<file path="src/rtl/fir_decimating_output_stage_if.sv">
// Sample/result handshake bundle between the FIR core, the decimating output stage
// and the audio sink.
interface fir_decimating_output_stage_if #(
  parameter int WIDTH      = 16,
  parameter int LOG2_DEPTH = 2
);
  logic signed [WIDTH-1:0]  in;
  logic                     in_valid;
  logic signed [WIDTH-1:0]  out;
  logic                     out_valid;
  logic                     out_ready;
  logic [LOG2_DEPTH:0]      fifo_count;
  logic                     overflow;

  modport master (
    input  in, in_valid, out_ready,
    output out, out_valid, fifo_count, overflow
  );

  modport slave (
    output in, in_valid, out_ready,
    input  out, out_valid, fifo_count, overflow
  );
endinterface

</file>
<file path="src/rtl/fir_decimating_output_stage.sv">
// Block-averages groups of 2**LOG2_DECIM FIR samples with round-half-up and saturation,
// and queues the results in a small FIFO drained over valid/ready.
module fir_decimating_output_stage #(
  parameter int WIDTH      = 16,
  parameter int LOG2_DECIM = 2,
  parameter int LOG2_DEPTH = 2
) (
  input  logic                          clk,
  input  logic                          reset,
  fir_decimating_output_stage_if.master bus
);
  localparam int DECIM = 1 << LOG2_DECIM;
  localparam int DEPTH = 1 << LOG2_DEPTH;
  localparam int AW    = WIDTH + LOG2_DECIM;
  localparam int PW    = (LOG2_DECIM > 0) ? LOG2_DECIM : 1;
  localparam int CW    = LOG2_DEPTH + 1;

  localparam logic signed [AW:0] RND  = (AW+1)'(DECIM / 2);
  localparam logic signed [AW:0] MAXV = {{(LOG2_DECIM+2){1'b0}}, {(WIDTH-1){1'b1}}};
  localparam logic signed [AW:0] MINV = {{(LOG2_DECIM+2){1'b1}}, {(WIDTH-1){1'b0}}};

  function automatic logic signed [WIDTH-1:0] sat(input logic signed [AW:0] v);
    logic signed [WIDTH-1:0] r;
    if (v > MAXV) begin
      r = MAXV[WIDTH-1:0];
    end else if (v < MINV) begin
      r = MINV[WIDTH-1:0];
    end else begin
      r = v[WIDTH-1:0];
    end
    return r;
  endfunction

  logic signed [AW-1:0]    acc_r;
  logic [PW-1:0]           phase_r;
  logic signed [WIDTH-1:0] mem_r [DEPTH];
  logic [LOG2_DEPTH-1:0]   wr_ptr_r;
  logic [LOG2_DEPTH-1:0]   rd_ptr_r;
  logic [CW-1:0]           count_r;
  logic signed [WIDTH-1:0] out_r;
  logic                    out_valid_r;
  logic                    overflow_r;

  logic signed [AW-1:0]    in_ext_s;
  logic signed [AW-1:0]    sum_s;
  logic signed [AW:0]      rnd_sum_s;
  logic signed [WIDTH-1:0] res_s;
  logic                    last_s;
  logic                    do_pop_s;
  logic                    do_push_s;
  logic                    drop_s;
  logic [LOG2_DEPTH-1:0]   rd_nxt_s;
  logic [CW-1:0]           count_nxt_s;
  logic signed [WIDTH-1:0] head_nxt_s;

  // Group arithmetic, handshake decisions and next FIFO head
  always_comb begin
    in_ext_s    = AW'(bus.in);
    sum_s       = acc_r + in_ext_s;
    rnd_sum_s   = (AW+1)'(sum_s) + RND;
    res_s       = sat(rnd_sum_s >>> LOG2_DECIM);
    last_s      = bus.in_valid && (phase_r == PW'(DECIM - 1));
    do_pop_s    = (count_r != {CW{1'b0}}) && bus.out_ready;
    do_push_s   = last_s && ((count_r != CW'(DEPTH)) || do_pop_s);
    drop_s      = last_s && (count_r == CW'(DEPTH)) && !do_pop_s;
    rd_nxt_s    = do_pop_s ? (rd_ptr_r + LOG2_DEPTH'(1)) : rd_ptr_r;
    count_nxt_s = count_r;
    case ({do_push_s, do_pop_s})
      2'b10:   count_nxt_s = count_r + CW'(1);
      2'b01:   count_nxt_s = count_r - CW'(1);
      default: count_nxt_s = count_r;
    endcase
    // A push landing on the new head slot means the queue was empty after any pop
    if (count_nxt_s == {CW{1'b0}}) begin
      head_nxt_s = {WIDTH{1'b0}};
    end else if (do_push_s && (wr_ptr_r == rd_nxt_s)) begin
      head_nxt_s = res_s;
    end else begin
      head_nxt_s = mem_r[rd_nxt_s];
    end
  end

  // Accumulator and phase counter across one decimation group
  always_ff @(posedge clk or negedge reset) begin
    if (!reset) begin
      acc_r   <= {AW{1'b0}};
      phase_r <= {PW{1'b0}};
    end else if (last_s) begin
      acc_r   <= {AW{1'b0}};
      phase_r <= {PW{1'b0}};
    end else if (bus.in_valid) begin
      acc_r   <= sum_s;
      phase_r <= phase_r + PW'(1);
    end else begin
      acc_r   <= acc_r;
      phase_r <= phase_r;
    end
  end

  // Result FIFO storage, pointers, registered head and sticky overflow
  always_ff @(posedge clk or negedge reset) begin
    if (!reset) begin
      for (int i = 0; i < DEPTH; i++) begin
        mem_r[i] <= {WIDTH{1'b0}};
      end
      wr_ptr_r    <= {LOG2_DEPTH{1'b0}};
      rd_ptr_r    <= {LOG2_DEPTH{1'b0}};
      count_r     <= {CW{1'b0}};
      out_r       <= {WIDTH{1'b0}};
      out_valid_r <= 1'b0;
      overflow_r  <= 1'b0;
    end else begin
      if (do_push_s) begin
        mem_r[wr_ptr_r] <= res_s;
        wr_ptr_r        <= wr_ptr_r + LOG2_DEPTH'(1);
      end
      rd_ptr_r    <= rd_nxt_s;
      count_r     <= count_nxt_s;
      out_r       <= head_nxt_s;
      out_valid_r <= (count_nxt_s != {CW{1'b0}});
      overflow_r  <= overflow_r | drop_s;
    end
  end

  assign bus.out        = out_r;
  assign bus.out_valid  = out_valid_r;
  assign bus.fifo_count = count_r;
  assign bus.overflow   = overflow_r;

endmodule
</file>
<file path="src/flat_wrapper.sv">
// flat-port wrapper written by rule: the top's interface ports become plain ports
module fir_decimating_output_stage_flat 
#(
  parameter int WIDTH      = 16,
  parameter int LOG2_DECIM = 2,
  parameter int LOG2_DEPTH = 2
)
  (clk, reset, bus_in, bus_in_valid, bus_out_ready, bus_out, bus_out_valid, bus_fifo_count, bus_overflow);
  fir_decimating_output_stage_if #(.WIDTH(WIDTH), .LOG2_DEPTH(LOG2_DEPTH)) bus_i ();
  input  logic clk;
  input  logic reset;
  input wire logic [$bits(bus_i.in)-1:0] bus_in;
  input wire logic [$bits(bus_i.in_valid)-1:0] bus_in_valid;
  input wire logic [$bits(bus_i.out_ready)-1:0] bus_out_ready;
  output wire logic [$bits(bus_i.out)-1:0] bus_out;
  output wire logic [$bits(bus_i.out_valid)-1:0] bus_out_valid;
  output wire logic [$bits(bus_i.fifo_count)-1:0] bus_fifo_count;
  output wire logic [$bits(bus_i.overflow)-1:0] bus_overflow;
  assign bus_i.in = bus_in;
  assign bus_i.in_valid = bus_in_valid;
  assign bus_i.out_ready = bus_out_ready;
  assign bus_out = bus_i.out;
  assign bus_out_valid = bus_i.out_valid;
  assign bus_fifo_count = bus_i.fifo_count;
  assign bus_overflow = bus_i.overflow;
  fir_decimating_output_stage #(.WIDTH(WIDTH), .LOG2_DECIM(LOG2_DECIM), .LOG2_DEPTH(LOG2_DEPTH)) u_core (.clk(clk), .reset(reset), .bus(bus_i));
endmodule
</file>
<file path="config.mk">
export PLATFORM = sky130hd
export DESIGN_NAME = fir_decimating_output_stage_flat
export DESIGN_NICKNAME = d
export VERILOG_FILES = /design/src/rtl/fir_decimating_output_stage_if.sv /design/src/rtl/fir_decimating_output_stage.sv /design/src/flat_wrapper.sv
export SDC_FILE = /design/constraint.sdc
export NUM_CORES = 1
export LEC_CHECK = 0
export CORE_ASPECT_RATIO = 1.4
export CORE_MARGIN = 2
export CORE_UTILIZATION = 60
export DETAILED_ROUTE_END_ITERATION = 8
export HOLD_SLACK_MARGIN = 0.03
export PLACE_DENSITY = 0.84
export REMOVE_ABC_BUFFERS = 1
export SYNTH_ARGS = -nofsm -noshare
export SYNTH_HDL_FRONTEND = slang
export SYNTH_SLANG_ARGS = --single-unit
export TNS_END_PERCENT = 100
</file>
<file path="constraint.sdc">
create_clock -name clk -period 4.4 [get_ports clk]
set_clock_uncertainty 0.2 [all_clocks]
set_input_delay 1.32 -clock clk [delete_from_list [all_inputs] [get_ports clk]]
set_output_delay 1.32 -clock clk [all_outputs]
set_load 0.02 [all_outputs]
</file>
After elaboration in Yosys (flattened, before gate mapping):

Cells that the tools add are included.

* register bits: 109
* latch bits: 0
* memory bits (writable): 0
* ROM bits: 0
* input port bits: 20
* output and inout port bits: 21
* memories: 0

* $add $sub $neg: 7
* $mul: 0
* divide/modulo/power cells: 0
* $lt $le $gt $ge: 5
* equal/unequal tests: 6
* shift-type cells: 0
* multiplexer cells: 16
* bitwise operators: 3
* reduce and logical (&&, ||, !) cells: 13

Operator list (number)
* 2-to-1 mux 16 bit: 7
* bitwise mux 64 bit: 1
* 2-to-1 mux 18 bit: 2
* binary-select mux 16 bit (select 2 bit): 1
* demux 16 bit (select 2 bit): 1
* adder 18 x 3 -> 19 bit (second input constant): 1
* adder 18 x 16 -> 18 bit: 1
* greater-than comparator 17 x 16 -> 1 bit (second input constant): 1
* less-than comparator 17 x 16 -> 1 bit (second input constant): 1
* logical AND 1 bit: 7
* adder 2 x 1 -> 2 bit (second input constant): 3
* >= comparator 3 bit (second input constant): 2
* 2-to-1 mux 2 bit: 3
* NOT 2 -> 3 bit: 2
* one-hot mux 3 bit (2 select lines): 1
* nonzero test 3 bit: 2
* equality test 2 bit (second input constant): 2
* adder 3 x 1 -> 3 bit (second input constant): 1
* equality test 3 bit (second input constant): 1
* logical NOT 3 bit: 1
* less-than comparator 3 x 1 -> 1 bit (second input constant): 1
* != test 3 bit (second input constant): 1
* subtractor 3 x 1 -> 3 bit (second input constant): 1
* equality test 2 x 1 -> 1 bit (second input constant): 1
* other kinds (5): 5

Depth between registers and ports, before layout:

* depth after elaboration: 9
* mapped depth: 17
* mapped depth without buffers: 15

Worst setup path before layout:

OpenSTA, ideal clock, no wires.

* kind: input -> register
* start: input bus_in[0]
* end: register u_core.out_r[0] (netlist: u_core.bus.out[0])
* arrival time: 4.310 ns
* setup slack: -0.247 ns
* stages: 13
* path buffers: 1
* cell sequence: ha_1 -> inv_1 -> fa_1 -> nor2b_1 -> o31ai_1 -> a31oi_1 -> xnor2_1 -> or4_4 -> buf_6 -> or4b_1 -> or4_1 -> a21oi_2 -> a21oi_1

* word-level cells in the longest chain between the ends: 7
* elaborated cells on any way between the ends: 8

Ends and longest elaborated chain
* start: declaration: line flat_wrapper.sv:12 `input wire logic [$bits(bus_i.in)-1:0] bus_in;`
* adder 18 x 16 -> 18 bit *: line fir_decimating_output_stage.sv:59 `sum_s = acc_r + in_ext_s;`
* adder 18 x 3 -> 19 bit *: line fir_decimating_output_stage.sv:60 `rnd_sum_s = (AW+1)'(sum_s) + RND;`
* less-than comparator 17 x 16 -> 1 bit: line fir_decimating_output_stage.sv:26 `end else if (v < MINV) begin`
* 2-to-1 mux 16 bit: line fir_decimating_output_stage.sv:26
* 2-to-1 mux 16 bit *: line fir_decimating_output_stage.sv:24 `if (v > MAXV) begin`
* 2-to-1 mux 16 bit *: line fir_decimating_output_stage.sv:76 `end else if (do_push_s && (wr_ptr_r == rd_nxt_s)) begin`
* 2-to-1 mux 16 bit *: line fir_decimating_output_stage.sv:74 `if (count_nxt_s == {CW{1'b0}}) begin`
* via u_core.head_nxt_s[0]: line fir_decimating_output_stage.sv:54 `logic signed [WIDTH-1:0] head_nxt_s;`
* end signal: assignment: line fir_decimating_output_stage.sv:109 `out_r <= {WIDTH{1'b0}};`
* end signal: assignment: line fir_decimating_output_stage.sv:119 `out_r <= head_nxt_s;`
* end: declaration: line fir_decimating_output_stage.sv:40 `logic signed [WIDTH-1:0] out_r;`

The timed path passes the listed nets; every way through them passes the cells marked *.
A chain may end at the register's enable or synchronous reset.

Worst setup path after layout:

* start: input bus_in[0]
* end: register u_core.mem_r[22] (netlist bit)

* word-level cells in the longest chain between the ends: 6
* elaborated cells on any way between the ends: 7

Ends and longest elaborated chain
* adder 18 x 16 -> 18 bit *: line fir_decimating_output_stage.sv:59
* adder 18 x 3 -> 19 bit *: line fir_decimating_output_stage.sv:60
* less-than comparator 17 x 16 -> 1 bit: line fir_decimating_output_stage.sv:26
* 2-to-1 mux 16 bit: line fir_decimating_output_stage.sv:26
* 2-to-1 mux 16 bit *: line fir_decimating_output_stage.sv:24
* bitwise mux 64 bit *: line fir_decimating_output_stage.sv:114 `mem_r[wr_ptr_r] <= res_s;`
* end signal: indexed assignment: line fir_decimating_output_stage.sv:104 `mem_r[i] <= {WIDTH{1'b0}};`
* end signal: indexed assignment: line fir_decimating_output_stage.sv:114
* end: declaration: line fir_decimating_output_stage.sv:36 `logic signed [WIDTH-1:0] mem_r [DEPTH];`

Every way passes the cells marked *; elsewhere a longest branch is shown, timed or not.

==> summary.md <==
| Metric | Value |
|---|---|
| Status | complete, but fails checks |
| Failing checks | negative setup slack |
| Syn Inst Count | 634 |
| Worst path top cell family by delay | simple AND/OR/NAND/NOR gates |
| Final Max Slew Viols | 0 |
| Worst-path clk slew | 0.07 ns |
| RSZ-0062 raised after global routing | true |
| Critical Path AT | 4.58 ns |
| Clk root buf | clkbuf_16 |
| Cell mode on critical path | buf_4 |
| Count of input and output buffers | 40 |
| Met3 wire len | 1568 um |
| DR pass1 iterations | 5 |
| Io pins | 41 |
| CP Max Fanout | 6 |
| Cts hold-fix bufs | 0 |
| Met1 wire length | 7026 um |
| Layout cells sized above 1 | 32.44% |
| Vias per Instance | 6.568 |
| Data required, critical path | 4.45 ns |
| Routed WL per cell | 22.41 um |
| TritonCTS Buffers | 9 |
| Finished Cell Area | 0.008265 sq mm |
| Pin count of the biggest net entering global routing | 62 |
| Drt initial violations | 545 |
| Routed WL | 20,580 um |
| Longest Clk Path Bufs | 2 |
| Switching power | 3.457 mW |
| Most frequent cells in the layout | buf_4 (121), dfrtp_1 (109), nand2_1 (75) |
| Area of the multi-input gates | 0.003567 sq mm |
| Hold Crit Class | reg2reg |
| Crit end category | register |
| Min Clock Period, post-route | 4.534 ns |
| Startpoint class of the critical path | input pin |
| Leak | 3.729 nW |
| Final Non-Filler Cells | 918 |
| Vias | 6,029 |
| Hold slack | 0.2782 ns |
| Gr ovfl total | 0 |
| Post-synthesis register bit count | 109 |
| Post-Synthesis Cell Area | 0.006097 sq mm |
| Worst-Skew Late Latency | 0.36 ns |
| RePlAce Congestion | 0.9305 |
| Storage cell area | 0.002728 sq mm |
| Dpl cell area | 0.007356 sq mm |
| Core Footprint | 0.009899 sq mm |
| Final period utilization | 103.0% |
| Synth cell types | 61 |
| Switching share of total power | 44.61% |
| Utilization after layout | 83.49% |
| Worst-Margin Slew | 0.8589 ns |
| Highest metal used | met4 |
| Number of nets with antenna violations after routing | 0 |
| Worst path bufs/invs | 7 |
| Critical path class | in2reg |
| Antenna violations before repair | 0 |
| CP cell instances | buf_6 > ha_4 > inv_2 > fa_2 > nor2b_4 > o31ai_4 > buf_4 > buf_4 > a21o_1 > a211oi_2 > nand2b_1 > or3_4 > buf_6 > nor3_4 > buf_12 > a21oi_1 > buf_4 > o21ai_2 |
| Post-synthesis sequential area ratio | 44.74% |
| Fill count | 517 |
| Row count | 43 |
| Most common cell after layout, fill and taps aside | buf_4 |
| Worst path slowest cell | or3_4 |
| Nets | 824 |
| Synth Area per Inst | 9.617 sq um |
| Share of total power in combinational logic | 66.9% |
| CP max stage delay | 0.43 ns |
| First-pass GRT wire length | 28,300 um |
| Dpl cells | 883 |
| Die X | 89.20 um |
| Slew HR | 42.74% |
| Met2 wire len | 10,560 um |
| Die Area | 0.01100 sq mm |
| FMAX | 0.2206 GHz |
| Seq pwr share | 23.2% |
| All-layer global routing usage | 33.78% |
| CTS tree | done |
| Drt drc | 0 |
| Clock power frac | 9.9% |
| Asr flop ratio synth | 100.0% |
| # diodes | 0 |
| Synth Warn # | 0 |
| Internal power | 4.293 mW |
| CTS Sinks | 109 |
| Area Growth Syn to Fin | 35.56% |
| Max Cap Viol | 0 |
| Die Span Y | 123.3 um |
| Worst vdd ir | 596.7 uV |
| Synth Flop Type | dfrtp_1 |
| Max H-tree Level | 3 |
| Detail Placement HPWL | 11,380 um |
| Final hold viol count | 0 |
| DP Worst Slack | -0.7277 ns |
| Number of enable flip-flop cells after synthesis | 0 |
| Power Density | 937.6 mW/mm^2 |
| Vias in the first global route | 5,878 |
| Worst setup margin | -0.1338 ns |
| Starting density of the core | 61.59% |
| Setup-failing EPs final | 60 |
-- cells in the mapped netlist (all sizes together) (6+ instances only) --
| master | number | area, sq um |
|---|---|---|
| a211oi | 7 | 57.55 |
| a21o | 7 | 52.55 |
| a21oi | 47 | 239.0 |
| a31oi | 7 | 43.79 |
| and2 | 9 | 56.30 |
| clkbuf | 28 | 105.1 |
| dfrtp | 109 | 2728 |
| ha | 24 | 300.3 |
| inv | 40 | 150.1 |
| mux2 | 11 | 123.9 |
| mux4 | 16 | 360.4 |
| nand2 | 76 | 285.3 |
| nand2b | 6 | 37.54 |
| nand3 | 8 | 45.04 |
| nand4 | 7 | 43.79 |
| nor2 | 46 | 172.7 |
| nor3 | 7 | 46.30 |
| o21ai | 66 | 334.1 |
| o22ai | 18 | 112.6 |
| or3 | 7 | 45.05 |
| xnor2 | 18 | 157.7 |
| xor2 | 11 | 103.9 |
-- path summary, 6_finish.rpt --
check,start,to,slack [ns],cells past startpoint
worst max-delay path,bus_in[0],u_core.mem_r[22]$_DFFE_PN0P_,-0.13,18
worst min-delay path,u_core.phase_r[0]$_DFFE_PN0P_,u_core.phase_r[0]$_DFFE_PN0P_,0.28,1
worst max register to register,u_core.acc_r[0]$_DFFE_PN0P_,u_core.mem_r[22]$_DFFE_PN0P_,0.45,17
worst min register to register,u_core.phase_r[0]$_DFFE_PN0P_,u_core.phase_r[0]$_DFFE_PN0P_,0.28,1
max in group asynchronous,reset,u_core.bus.out[13]$_DFF_PN0_,2.40,2
min in group asynchronous,reset,u_core.acc_r[0]$_DFFE_PN0P_,0.86,1
-- flip-flops by register name (all words and copies together), names as in the netlist, 2 cells and up --
| register | count |
|---|---|
| u_core.rd_ptr_r | 2 |
| u_core.bus.out | 16 |
| u_core.wr_ptr_r | 2 |
| u_core.bus.fifo_count | 3 |
| u_core.acc_r | 18 |
| u_core.phase_r | 2 |
| u_core.mem_r | 64 |
-- timing repair --
item                       in CTS  in global routing
gates resized for setup        47                 91
setup endpoints to repair      75                 75
setup buffers                  14                  4
pin swaps                      21                 37
hold endpoints to repair        0                  0
gates cloned                    0                  1
-- area by class of cell --
| cell class | instances | area share, % |
|---|---|---|
| clock inverters | 6 | 0.4541 |
| clock buffers | 10 | 2.770 |
| repair buffers | 165 | 16.76 |
| well taps | 135 | 2.044 |
| multi-input cells | 453 | 43.16 |
| flip-flops and latches | 109 | 33.00 |
| inverters | 40 | 1.817 |
-- metal layers --
layer | vias up | track usage (%)
li1 | 2546 | -
met1 | 2898 | 37.71
met2 | 446 | 58.75
met3 | 139 | 6.742
met4 | 0 | 19.31
met5 | - | 0
-- logic make-up (layout without fill, tap and decap cells) --
logic type                 count (synthesis)  after routing  synth area share, %
and+or+nand+nor                          193            193                15.23
AOI/OAI and AO/OA                        177            177                17.36
DFF                                      109            109                44.74
buffers and inverters                     72            221                4.699
xor gates and xnor gates                  29             29                4.289
muxes                                     28             28                8.106
adders and majority gates                 26             26                5.582
-- metrics by stage --
step                      setup TNS [ns]  power [mW]
after floorplan                   -4.079       4.172
after global placement            -37.74       5.693
after detailed placement          -42.96       5.901
after CTS                       -0.01501       7.008
after global routing              -8.944       8.113
final                             -3.062       7.750
-- power by group through the flow --
stage / clock network, mW / logic (mW) / registers, mW
4_1_cts: 0.762 / 4.49 / 1.75
2_1_floorplan: 0 / 2.40 / 1.77
3_5_place_dp: 0 / 4.16 / 1.74
5_1_grt: 0.806 / 5.47 / 1.83
3_3_place_gp: 0 / 3.99 / 1.71
6_report: 0.765 / 5.19 / 1.80
Note: power is estimated with default switching activity, not from simulation.
